===== src/rtl/seqsig_gen.sv =====
`default_nettype none
// ============================================================================
// Module   : seqsig_gen (with sub-blocks shiftreg6, shiftreg4, shiftreg3)
// Purpose  : Periodic serial-sequence generator. Three independent circular
//            shift registers each emit a fixed bit pattern, MSB first, one
//            bit per clock. The patterns repeat forever.
// Ports    : clk  - clock; all state changes on its rising edge
//            rst  - synchronous active-high reset; reloads every pattern
//            q6   - serial output of the period-6 generator
//            q4   - serial output of the period-4 generator
//            q3   - serial output of the period-3 generator
// Revision : 1.0 - initial release
// ============================================================================

// ----------------------------------------------------------------------------
// shiftreg6 : period-6 circular shift register; q = sr[5]
// ----------------------------------------------------------------------------
module shiftreg6 #(
    parameter logic [5:0] PAT = 6'b100111
) (
    input  logic clk,
    input  logic rst,
    output logic q
);
    localparam int c_WIDTH = 6;

    logic [c_WIDTH-1:0] sr_q;
    logic [c_WIDTH-1:0] sr_d;

    // Rotate left: the bit just shown wraps to the bottom, so nothing decays.
    always_comb begin
        sr_d = {sr_q[c_WIDTH-2:0], sr_q[c_WIDTH-1]};
    end

    always_ff @(posedge clk) begin
        if (rst) begin
            sr_q <= PAT;
        end else begin
            sr_q <= sr_d;
        end
    end

    assign q = sr_q[c_WIDTH-1];
endmodule

// ----------------------------------------------------------------------------
// shiftreg4 : period-4 circular shift register; q = sr[3]
// ----------------------------------------------------------------------------
module shiftreg4 #(
    parameter logic [3:0] PAT = 4'b1101
) (
    input  logic clk,
    input  logic rst,
    output logic q
);
    localparam int c_WIDTH = 4;

    logic [c_WIDTH-1:0] sr_q;
    logic [c_WIDTH-1:0] sr_d;

    always_comb begin
        sr_d = {sr_q[c_WIDTH-2:0], sr_q[c_WIDTH-1]};
    end

    always_ff @(posedge clk) begin
        if (rst) begin
            sr_q <= PAT;
        end else begin
            sr_q <= sr_d;
        end
    end

    assign q = sr_q[c_WIDTH-1];
endmodule

// ----------------------------------------------------------------------------
// shiftreg3 : period-3 circular shift register; q = sr[2]
// ----------------------------------------------------------------------------
module shiftreg3 #(
    parameter logic [2:0] PAT = 3'b110
) (
    input  logic clk,
    input  logic rst,
    output logic q
);
    localparam int c_WIDTH = 3;

    logic [c_WIDTH-1:0] sr_q;
    logic [c_WIDTH-1:0] sr_d;

    always_comb begin
        sr_d = {sr_q[c_WIDTH-2:0], sr_q[c_WIDTH-1]};
    end

    always_ff @(posedge clk) begin
        if (rst) begin
            sr_q <= PAT;
        end else begin
            sr_q <= sr_d;
        end
    end

    assign q = sr_q[c_WIDTH-1];
endmodule

// ----------------------------------------------------------------------------
// seqsig_gen : top wrapper; the three generators share only clk and rst
// ----------------------------------------------------------------------------
module seqsig_gen #(
    parameter logic [5:0] PAT6 = 6'b100111,
    parameter logic [3:0] PAT4 = 4'b1101,
    parameter logic [2:0] PAT3 = 3'b110
) (
    input  logic clk,
    input  logic rst,
    output logic q6,
    output logic q4,
    output logic q3
);
    shiftreg6 #(.PAT(PAT6)) u_shiftreg6 (
        .clk (clk),
        .rst (rst),
        .q   (q6)
    );

    shiftreg4 #(.PAT(PAT4)) u_shiftreg4 (
        .clk (clk),
        .rst (rst),
        .q   (q4)
    );

    shiftreg3 #(.PAT(PAT3)) u_shiftreg3 (
        .clk (clk),
        .rst (rst),
        .q   (q3)
    );
endmodule

`default_nettype wire


===== config.mk =====
export PLATFORM = sky130hd
export DESIGN_NAME = seqsig_gen
export DESIGN_NICKNAME = d
export VERILOG_FILES = /design/src/rtl/seqsig_gen.sv
export SDC_FILE = /design/constraint.sdc
export NUM_CORES = 1
export LEC_CHECK = 0
export CAP_MARGIN = 20
export CORE_AREA = 2 2 39 41
export CTS_CLUSTER_SIZE = 8
export DETAILED_ROUTE_END_ITERATION = 16
export DIE_AREA = 0 0 41 43
export GPL_ROUTABILITY_DRIVEN = 0
export PLACE_DENSITY = 0.49
export SETUP_SLACK_MARGIN = 0.5
export SYNTH_ARGS = -nofsm -noshare
export SYNTH_HDL_FRONTEND = slang
export SYNTH_HIERARCHICAL = 1
export SYNTH_SLANG_ARGS = --single-unit

===== constraint.sdc =====
create_clock -name clk -period 0.8 [get_ports clk]
set_clock_uncertainty 0.15 [all_clocks]
set_input_delay 0.12 -clock clk [delete_from_list [all_inputs] [get_ports clk]]
set_output_delay 0.12 -clock clk [all_outputs]
set_load 0.03 [all_outputs]

### Word level (Yosys, flattened, before mapping)

Cells that the tools add are included.

* register bits: 13
* word-level logic and storage cells: 3

### Logic depth before layout (Yosys ltp)

* depth in word-level cells: 0
* depth in mapped cells: 1
* mapped depth without buffers: 1

### Modules after synthesis

Netlist, hierarchy kept.

Modules (own cells, without submodules)
* shiftreg6: times used 1, seq. area each 120.1 um^2, area each 157.7 um^2, cells each 12
* shiftreg4: times used 1, seq. area each 80.1 um^2, area each 105.1 um^2, cells each 8
* shiftreg3: times used 1, seq. area each 60.1 um^2, area each 78.8 um^2, cells each 6

### Least setup slack after synthesis

No wires, ideal clock.

* path kind: register to register
* from: register u_shiftreg4.sr_q[3]
* to: register u_shiftreg4.sr_q[0]
* data arrival time: 0.611 ns
* cell stages (with the launch flop): 2
* setup slack: -0.081 ns
* period minus slack after synthesis: 0.881 ns
* buffers on the path: 0
* data required time: 0.530 ns
* path through: dfxtp_1 > or2_1

RTL lines
* start: declaration: line 58 `logic [c_WIDTH-1:0] sr_q;`
* start signal: assignment: line 69 `sr_q <= sr_d;`

No word-level cell between the ends.

### Worst setup path after layout

* from: register u_shiftreg4.sr_q[3]
* to: output q4

RTL lines
* end: declaration: line 117 `output logic q4,`

No word-level cell between the ends.

==> implementation parameters <==
Parameter                              Value

Power
  Net switching power ... 0.000228 W
  Seq pwr share ... 0.606
  Worst vdd rail ir drop ... 0.981 mV
  Power Density ... between 2000 and 2500 nW/um^2
  Internal portion of total power ... 0.000907 W
  Combinational power share ... 0.064
  Leak ... 0.181 nW
  Share of total power in the clock network ... 0.330
  Post-layout total power ... 0.00114 W
  Switching Fraction ... 0.201

Clocking
  Post-CTS setup buffers ... 0
  Number of CTS-inserted buffers ... 3
  Worst-path clk slew ... 0.07 ns
  CTS H-tree depth ... 1
  CTS tree ... done
  Cell at the root of the clock tree ... sky130_fd_sc_hd__clkbuf_4
  Clock Sinks ... 13
  Worst-Skew Late Latency ... between 0.2 and 0.3 ns
  Maximum number of buffers from clock root to sink ... 2

Floorplanning
  Core region area ... ~1400 sq um
  Die ar. ... 1760 sq um
  Initial standard-cell utilization of the core ... 0.247
  Die X ... about 40 microns
  # rows ... 14
  Height of the die ... 43 microns
  Count of pins on the block boundary ... 5

Cells and area
  Highest-count cells in the layout ignoring fill and taps ... sky130_fd_sc_hd__or2_1 (9), sky130_fd_sc_hd__dfxtp_1 (9), sky130_fd_sc_hd__clkbuf_4 (3), sky130_fd_sc_hd__buf_6 (3), sky130_fd_sc_hd__dfxtp_4 (3)
  Final cell count without fillers ... 50
  Nets@finish ... 37
  Area Overhead vs Synth ... 33.0%
  Diodes inserted ... 0
  Final core occ ... 0.328
  Fraction of final layout cells sized beyond drive strength 1 ... 0.382
  Combined area of the multi-input logic cells ... ~96 sq um
  Area of all sequential standard cells ... 273 sq um
  Filler Cell Count ... 145

STA
  Final count of hold timing violations ... 0
  RSZ-0062 raised after global routing ... yes
  Fraction of the cycle the final worst path needs ... 1.26
  Pin slew with the least headroom to its limit ... 0.261 ns
  Final Hold Slack ... 0.0456 ns
  Shortest period the worst path allows ... 1.01 ns
  Setup slack of the critical path after layout ... -0.209 ns
  Max Transition Viols Final ... 0
  Relative slew slack ... 0.826
  Maximum clock frequency ... 991 MHz
  # setup viols final ... 3

Detailed routing
  Vias after detailed routing ... 191
  Antenna Nets Post-Route ... 0
  DR WL/cell ... 8.86 microns
  Post-route DRC ... 0
  Via-per-instance ratio ... 3.82
  Overall routed net length ... approximately 440 microns
  Initial DRC count ... 0
  First-pass iteration count of the detailed router ... 1

Hold path
  Startpoint of the worst hold path ... rst
  Worst hold path type ... in -> reg

Setup path
  Crit path required time ... ~0.53 ns
  Crit start category ... flip-flop
  CP max-delay cell ... sky130_fd_sc_hd__dfxtp_4
  Series of cell instances along the critical path ... buf_6
  Launch instance of the worst register-to-register path ... u_shiftreg4/sr_q[3]
  Critical path arrival ... 0.74 ns
  Cell depth of the worst flop-to-flop path ... 1
  Worst Path Buf+Inv ... 1
  Critical R2R Capture ... u_shiftreg4/sr_q[0]
  Worst setup EP type ... output port
  Start-to-end type of the worst setup path ... reg -> out
  Family with the most delay on the worst path ... flip-flops
  Capturing element of the worst setup path ... q4
  Number of cells on the critical path ... 1
  Top fanout value on the critical path ... 2
  Slack of the worst reg-to-reg path ... 0 ns
  Launching instance or port of the critical path ... u_shiftreg4/sr_q[3]
  Worst stage delay on the critical path ... 0.35 ns

Global route
  Number of global-route vias before repair ... 187
  Final global-route overflow total ... 0
  Wire length of the first global-routing pass ... 745 microns
  Global Route met2 Usage ... 0.0750
  Met1 Use GR ... 0.0850
  Maximum number of pins on one net before global-route repair ... 14
  Most congested layer reported by global routing ... met1
  GRT Overall Usage ... 0.0686
  Grt met3 use ... 0.0471
  Initial antenna violation count ... 0

Synthesis
  Fraction of synthesized cell area taken by the top area cell type ... 0.762
  Biggest area consumer among synthesized cells ... sky130_fd_sc_hd__dfxtp_1
  Avg Inst Size Synth ... 13.1 sq um
  Total nets after synthesis ... 28
  Number of standard cells after synthesis ... 26
  Proportion of synthesized chip area in sequential cells ... 0.762
  Cell Area, Synth ... 342 sq um
  Yosys warns ... 6
  Count of cell types in the netlist ... 3
  Synth top area cells ... sky130_fd_sc_hd__dfxtp_1 (76%), sky130_fd_sc_hd__or2_1 (16%), sky130_fd_sc_hd__nor2b_1 (7.3%)
  FF+latch count, synth ... 13

Outcome
  Violations in the final reports ... negative setup slack
  Outcome ... finished, violations left

Placement
  Placed cells ... 46
  IO Port Bufs ... 4
  Placed wire-length estimate after detailed placement ... 287 microns

Run
  Max capacitance violation total ... 0
-- logic make-up (layout without fill, tap and decap cells) --
logic type,Yosys count,in the layout,synth area share
AND/OR/NAND/NOR,13,13,0.238
flip-flops,13,13,0.762
buffers and inverters,0,8,0
-- through the flow --
step	setup TNS, ns	cell area (sq um)	setup slack (ns)
2_1_floorplan	-0.0439	353	-0.0220
3_3_place_gp	-5.34	405	-0.454
3_5_place_dp	-6.05	405	-0.504
4_1_cts	-0.684	449	-0.228
5_1_grt	-0.747	454	-0.243
6_report	-0.616	454	-0.209
-- synth_stat cells --
cell type,n
sky130_fd_sc_hd__or2_1,9
sky130_fd_sc_hd__dfxtp_1,13
sky130_fd_sc_hd__nor2b_1,4
-- worst min-delay path by stage --
stage                          end  slack (ns)  cells after the start
2_1_floorplan  u_shiftreg3/sr_q[0]        0.04                      1
3_3_place_gp   u_shiftreg6/sr_q[2]        0.24                      1
3_5_place_dp   u_shiftreg4/sr_q[3]        0.24                      1
4_1_cts        u_shiftreg6/sr_q[4]        0.25                      2
5_1_grt        u_shiftreg3/sr_q[0]        0.06                      2
6_report       u_shiftreg3/sr_q[0]        0.05                      2
-- cell type report --
type | instances | share of cell area
well taps | 16 | 0.0441
multi-input cells | 13 | 0.212
repair buffers | 4 | 0.0854
clock buffers | 4 | 0.0579
flip-flops and latches | 13 | 0.601
-- metal layers --
layer | share of wire | routed length [microns]
met2 | 0.43 | 190
met3 | 0.086 | 38
met4 | 0 | 0
met5 | 0 | 0
met1 | 0.48 | 213
-- power by group through the flow --
stage          clock network (W)  logic [W]  registers, W
3_5_place_dp                   0  0.0000629      0.000701
4_1_cts                 0.000402  0.0000711      0.000688
3_3_place_gp                   0  0.0000615      0.000700
2_1_floorplan                  0  0.0000189      0.000715
6_report                0.000375  0.0000728      0.000688
5_1_grt                 0.000432  0.0000799      0.000691
-- flip-flops by register name (all words and copies together) (netlist names) --
| register | cells |
|---|---|
| u_shiftreg4/sr_q | 4 |
| u_shiftreg6/sr_q | 6 |
| u_shiftreg3/sr_q | 3 |
-- what timing repair did --
action                     CTS  global route
setup endpoints to repair   16            16
hold buffers                 0             0
pin swaps                    1             1
cloned                       0             0
gates resized for setup      6             4
(Power assumes the default switching activity.)
